[src/rtl/wb_burst_pkg.sv]
`default_nettype none
// ============================================================================
//  Module   : wb_burst_pkg
//  Purpose  : Shared constants and FSM encoding for the Wishbone burst master.
//  Revision : 1.0  initial release
// ============================================================================
package wb_burst_pkg;

    typedef logic [2:0] state_t;

    localparam logic [2:0] IDLE  = 3'd0;
    localparam logic [2:0] FETCH = 3'd1;
    localparam logic [2:0] BUS   = 3'd2;
    localparam logic [2:0] PUSH  = 3'd3;
    localparam logic [2:0] DONE  = 3'd4;

    localparam logic [3:0] WB_SEL_ALL = 4'hF;
    localparam int         WORD_BYTES = 4;

    // Where the FSM goes after a word has completed on the bus side.
    function automatic state_t advance_to(input logic last, input logic we);
        return last ? DONE : (we ? FETCH : BUS);
    endfunction

endpackage
`default_nettype wire

[src/rtl/wb_timeout_cnt.sv]
`default_nettype none
// ============================================================================
//  Module   : wb_timeout_cnt
//  Purpose  : Per-transfer wait counter; expire marks the TIMEOUT-th run cycle.
//  Revision : 1.0  initial release
// ============================================================================
module wb_timeout_cnt #(
    parameter int TIMEOUT = 63
) (
    input  logic wb_clk_i,
    input  logic wb_rst_i,
    input  logic load,
    input  logic run,
    output logic expire
);

    localparam int CW = $clog2(TIMEOUT + 1);

    logic [CW-1:0] count;

    always_ff @(posedge wb_clk_i or posedge wb_rst_i) begin
        if (wb_rst_i) begin
            count <= '0;
        end else if (load) begin
            count <= '0;
        end else if (run && !expire) begin
            count <= count + CW'(1);
        end
    end

    assign expire = run && (count == CW'(TIMEOUT - 1));

endmodule
`default_nettype wire

[src/rtl/wb_burst_master.sv]
`default_nettype none
// ============================================================================
//  Module   : wb_burst_master
//  Purpose  : Command-driven Wishbone burst master, one classic cycle per word.
//             Optional per-transfer ack timeout: WB_BURST_MASTER_TIMEOUT_EN.
//  Revision : 1.0  initial release
// ============================================================================
module wb_burst_master #(
    parameter int ADDR_W  = 32,
    parameter int TIMEOUT = 63
) (
    input  logic              wb_clk_i,
    input  logic              wb_rst_i,
    // command
    input  logic              cmd_valid,
    output logic              cmd_ready,
    input  logic              cmd_we,
    input  logic [ADDR_W-1:0] cmd_addr,
    input  logic [7:0]        cmd_len,
    // write stream
    input  logic [31:0]       wr_data,
    input  logic              wr_valid,
    output logic              wr_ready,
    // read stream
    output logic [31:0]       rd_data,
    output logic              rd_valid,
    input  logic              rd_ready,
    // status
    output logic              done,
    output logic              err,
    // wishbone master
    output logic              wbm_cyc_o,
    output logic              wbm_stb_o,
    output logic              wbm_we_o,
    output logic [3:0]        wbm_sel_o,
    output logic [ADDR_W-1:0] wbm_adr_o,
    output logic [31:0]       wbm_dat_o,
    input  logic [31:0]       wbm_dat_i,
    input  logic              wbm_ack_i
);

    import wb_burst_pkg::*;

    state_t            state;
    logic              burst_we;
    logic [ADDR_W-1:0] addr;
    logic [7:0]        remaining;
    logic [31:0]       dat_out;
    logic [31:0]       rd_hold;
    logic              in_bus;
    logic              last;
    logic              timed_out;

    assign in_bus = (state == BUS);
    assign last   = (remaining == 8'd1);

`ifdef WB_BURST_MASTER_TIMEOUT_EN
    logic err_flag;

    wb_timeout_cnt #(
        .TIMEOUT (TIMEOUT)
    ) u_timeout (
        .wb_clk_i (wb_clk_i),
        .wb_rst_i (wb_rst_i),
        .load     (!in_bus),
        .run      (in_bus),
        .expire   (timed_out)
    );

    // Ack on the expiry cycle still counts as a good transfer.
    always_ff @(posedge wb_clk_i or posedge wb_rst_i) begin
        if (wb_rst_i) begin
            err_flag <= 1'b0;
        end else if (state == IDLE) begin
            err_flag <= 1'b0;
        end else if (in_bus && !wbm_ack_i && timed_out) begin
            err_flag <= 1'b1;
        end
    end

    assign err = err_flag && (state == DONE);
`else
    assign timed_out = 1'b0;
    assign err       = 1'b0;
`endif

    always_ff @(posedge wb_clk_i or posedge wb_rst_i) begin
        if (wb_rst_i) begin
            state     <= IDLE;
            burst_we  <= 1'b0;
            addr      <= '0;
            remaining <= 8'd0;
            dat_out   <= 32'd0;
            rd_hold   <= 32'd0;
        end else begin
            case (state)
                IDLE: begin
                    if (cmd_valid) begin
                        burst_we  <= cmd_we;
                        addr      <= cmd_addr;
                        remaining <= (cmd_len == 8'd0) ? 8'd1 : cmd_len;
                        state     <= cmd_we ? FETCH : BUS;
                    end
                end
                FETCH: begin
                    if (wr_valid) begin
                        dat_out <= wr_data;
                        state   <= BUS;
                    end
                end
                BUS: begin
                    if (wbm_ack_i) begin
                        if (burst_we) begin
                            addr      <= addr + ADDR_W'(WORD_BYTES);
                            remaining <= remaining - 8'd1;
                            state     <= advance_to(last, burst_we);
                        end else begin
                            rd_hold <= wbm_dat_i;
                            state   <= PUSH;
                        end
                    end else if (timed_out) begin
                        state <= DONE;
                    end
                end
                PUSH: begin
                    if (rd_ready) begin
                        addr      <= addr + ADDR_W'(WORD_BYTES);
                        remaining <= remaining - 8'd1;
                        state     <= advance_to(last, burst_we);
                    end
                end
                DONE:    state <= IDLE;
                default: state <= IDLE;
            endcase
        end
    end

    // Bus strobes decode straight from state so reset removes them at once.
    assign wbm_cyc_o = in_bus;
    assign wbm_stb_o = in_bus;
    assign wbm_we_o  = in_bus && burst_we;
    assign wbm_sel_o = in_bus ? WB_SEL_ALL : 4'h0;
    assign wbm_adr_o = addr;
    assign wbm_dat_o = dat_out;

    assign cmd_ready = (state == IDLE);
    assign wr_ready  = (state == FETCH);
    assign rd_valid  = (state == PUSH);
    assign rd_data   = rd_hold;
    assign done      = (state == DONE);

endmodule
`default_nettype wire

[config.mk]
export PLATFORM = sky130hd
export DESIGN_NAME = wb_burst_master
export DESIGN_NICKNAME = d
export VERILOG_FILES = /design/src/rtl/wb_burst_pkg.sv /design/src/rtl/wb_timeout_cnt.sv /design/src/rtl/wb_burst_master.sv
export SDC_FILE = /design/constraint.sdc
export NUM_CORES = 1
export LEC_CHECK = 0
export ABC_AREA = 0
export CAP_MARGIN = 20
export CORE_ASPECT_RATIO = 0.6
export CORE_MARGIN = 10
export CORE_UTILIZATION = 40
export DETAILED_ROUTE_END_ITERATION = 6
export PLACE_DENSITY = 0.76
export SLEW_MARGIN = 0
export SYNTH_ARGS = -nofsm -noshare
export SYNTH_HDL_FRONTEND = slang
export SYNTH_HIERARCHICAL = 1
export SYNTH_SLANG_ARGS = --single-unit
export TNS_END_PERCENT = 20
[constraint.sdc]
create_clock -name wb_clk_i -period 4.5 [get_ports wb_clk_i]
set_input_delay 0.45 -clock wb_clk_i [delete_from_list [all_inputs] [get_ports wb_clk_i]]
set_output_delay 0.45 -clock wb_clk_i [all_outputs]
set_load 0.01 [all_outputs]
==> flow_metrics.py <==
metrics = {
    "run_status": {
        "outcome": "complete, no violations",
    },
    "timing": {
        "period_needed_ns": 2.74,
        "rsz0062_at_grt": "false",
        "slew_headroom_pct": 36.3,
        "worst_slack_ns": 1.76,
        "hold_violations": 0,
        "fin_hold_ws_ns": 0.478,
        "setup_viol": 0,
        "tightest_slew_ns": 0.948,
        "setup_tns_ns": 0,
        "fin_worst_skew_ns": 0.0113,
        "max_freq_ghz": 0.365,
        "drv_slew": 0,
        "finalCritPeriodShare_pct": 60.8,
    },
    "logic_synthesis": {
        "synth_xor_area_share_pct": 0,
        "synth_top_cell_area_share_pct": 52.4,
        "synth-seq-cells": 108,
        "netlist_area_um2": 5160,
        "synthSimpleGateAreaFrac_pct": 13.3,
        "avgSynthCellArea_um2": 11.1,
        "synth_edf_count": 0,
        "synth_top_flop_cell": "dfrtp_1",
        "synth_top_family_by_area": "compound AO/OA/AOI/OAI gates",
        "yosysTopAreaCell": "dfrtp_1",
        "synthAdderAreaFrac_pct": 0.728,
        "yosysSeqAreaShare_pct": 52.4,
        "ys_warn_count": 6,
        "synthDistinctLibCells": 62,
        "async_flop_share_pct": 100,
        "synth_cells": 466,
        "muxShareOfSynthArea_pct": 14.4,
        "syn_nets": 580,
        "synthTopCellsByArea": "dfrtp_1, mux2_2, a21oi_1",
        "synth_compound_area_share_pct": 15.1,
    },
    "critical_path": {
        "r2r_start": "state[0]",
        "regToRegEndpoint": "wbm_adr_o[23]",
        "critPathMaxFanout": 10,
        "worst_ep_arrival_time_ns": 2.29,
        "required_ns": 4.05,
        "reg2reg_depth": 5,
        "reg2reg_slack_ns": 2.09,
        "crit_path_end_kind": "primary output",
        "startpoint": "state[2]",
        "cp-start-kind": "flop",
        "crit_type": "flop to primary output",
        "crit_end": "wbm_we_o",
    },
    "routing": {
        "vias": 4554,
        "drt-vias-per-instance": 5.41,
        "dr.pass1.iters": 6,
        "routed_wl_mm": 16.4,
        "wl_per_cell_um": 19.5,
        "drcViolationCount": 0,
        "drt_iter0_markers": 331,
        "ant_nets": 0,
    },
    "cts": {
        "ctsResizeCount": 0,
        "cts_made_buffers": 9,
        "cts_buffer_depth": 2,
        "cts_root_buffer": "clkbuf_16",
        "numClockSinks": 108,
        "path_clk_slew_ns": 0.07,
        "postCtsHoldBufs": 0,
        "h-tree-depth": 3,
        "cts_tree": "yes",
        "post_cts_buffers": 0,
        "clk_latency_ns": 0.35,
    },
    "placed_design": {
        "post-place-ws_ns": 1.77,
        "gp_congestion": 0.831,
        "hpwl_mm": 12.6,
        "port_buffers": 217,
        "place_area_um2": 7430,
    },
    "power_and_ir_drop": {
        "clkPwrFrac_pct": 15.8,
        "vdd_drop_max_v": 0.000380,
        "switchingPower_uw": 2050,
        "power.leakage_uw": 0.00317,
        "seq_power_share_pct": 33.9,
        "power_frac_comb_pct": 50.3,
        "p_per_area_nw_per_um2": 712,
        "internal_power_uw": 3480,
        "swShare_pct": 37.1,
    },
    "floorplanning": {
        "pin_count": 219,
        "die_width_um": 167,
        "std_cell_rows": 32,
        "die_h_um": 108,
        "fp.dieArea_um2": 18000,
        "core_um2": 12700,
        "initial_core_util_pct": 40.5,
    },
    "layout": {
        "area_delta_synth_final_pct": 50.5,
        "multi_input_area_um2": 2260,
        "seq_area_um2": 2700,
        "stdcell_area_um2": 7760,
        "n_antenna_cell": 0,
        "nFillCells": 1013,
        "final_nets": 781,
        "drive_above_1_share_pct": 14.7,
        "fin_util_pct": 61.0,
    },
    "global_routing": {
        "grt_pass1_wl_mm": 26.3,
        "antenna_found_initial": 0,
        "grt_overflow": 0,
        "first_global_vias": 4720,
        "grt_max_degree": 74,
        "grt.total_usage_pct": 17.6,
    },
    "worst_hold_path": {
        "hold_path.class": "flop to flop",
    },
    "flow_run": {
        "drv_cap": 0,
    },
}
## registers in the layout (all words and copies together), names as in the netlist
name and count:
remaining 8, rd_data 32, burst_we 1, state 3
wbm_adr_o 32, wbm_dat_o 32
## critical path, stage by stage (launching register included)
cell and delay [ns]:
dfrtp_1 0.52, nand2b_1 0.22, nor2_1 0.44, and2_1 0.21
clkdlybuf4s50_1 0.55
## metal layers
metal  GRT usage [%]  routed length [um]  up-vias
met5               0                   0        -
met4            2.62                 102        0
met3            7.97                1800       12
met2            28.2                7770      228
met1            22.1                6750     2194
li1                -                   -     2120
## synthesized netlist by cell type (5+ instances only)
master    instances
nor3_1           12
a211oi_1          9
inv_1             8
o21ai_0          20
dfrtp_1         108
nand3_1          12
nand2_1          31
buf_4             8
o22a_1            6
buf_2            12
clkbuf_1         12
and2_1            8
nor2_1           24
nand4_1           5
o22ai_1           8
and3_1            8
mux2_2           63
a21oi_1          43
## cells in the final DEF, fill, tap and decap left out, drive strengths merged, types with 2 or more instances in the layout
| cell | instances |
|---|---|
| a211oi | 9 |
| a21oi | 43 |
| a221oi | 2 |
| a22oi | 4 |
| a2bb2oi | 3 |
| a311oi | 2 |
| a31oi | 3 |
| and2 | 8 |
| and3 | 9 |
| and4 | 3 |
| buf | 7 |
| bufinv | 2 |
| clkbuf | 9 |
| clkdlybuf4s50 | 217 |
| clkinv | 2 |
| dfrtp | 108 |
| ha | 3 |
| inv | 11 |
| mux2 | 64 |
| mux2i | 2 |
| nand2 | 31 |
| nand2b | 2 |
| nand3 | 13 |
| nand3b | 3 |
| nand4 | 6 |
| nor2 | 24 |
| nor2b | 2 |
| nor3 | 13 |
| nor3b | 4 |
| nor4 | 4 |
| o21ai | 20 |
| o21bai | 3 |
| o22a | 6 |
| o22ai | 8 |
| o2bb2ai | 3 |
| o41ai | 2 |
| or3 | 2 |
## per-stage QoR
stage          total power [uW]  cells
6_report                   5530    842
5_1_grt                    5900    842
4_1_cts                    5570    842
3_5_place_dp               4670    826
3_3_place_gp               4570    826
2_1_floorplan              3250    466
## worst min-delay path by stage
stage / cells past startpoint / endpoint / start / slack [ns]
2_1_floorplan: 2 / remaining[3] / remaining[3] / 0.48
3_3_place_gp: 2 / wbm_adr_o[1] / wbm_adr_o[1] / 0.46
3_5_place_dp: 2 / wbm_adr_o[0] / wbm_adr_o[0] / 0.46
4_1_cts: 2 / wbm_adr_o[0] / wbm_adr_o[0] / 0.48
5_1_grt: 2 / wbm_adr_o[0] / wbm_adr_o[0] / 0.51
6_report: 2 / wbm_adr_o[0] / wbm_adr_o[0] / 0.48
## power groups by stage
stage	combinational [uW]	clock [uW]	sequential, uW
2_1_floorplan	1270	0	1990
3_3_place_gp	2730	0	1850
3_5_place_dp	2800	0	1880
4_1_cts	2810	894	1870
5_1_grt	3020	938	1950
6_report	2780	874	1880
## area by class of cell
| type | instances | area share [%] |
|---|---|---|
| repair buffers | 224 | 28.7 |
| clock buffers | 9 | 2.90 |
| clock inverters | 7 | 1.37 |
| inverters | 8 | 0.419 |
| flip-flops and latches | 108 | 34.8 |
| well taps | 170 | 2.74 |
| multi-input cells | 316 | 29.1 |
## cells by family after synthesis
family          after synthesis
compound gates              119
fa+ha+maj                     3
buf+inv                      42
flops                       108
mux                          66
other cells                   1
simple gates                127
Power figures use the tool's default switching activity.
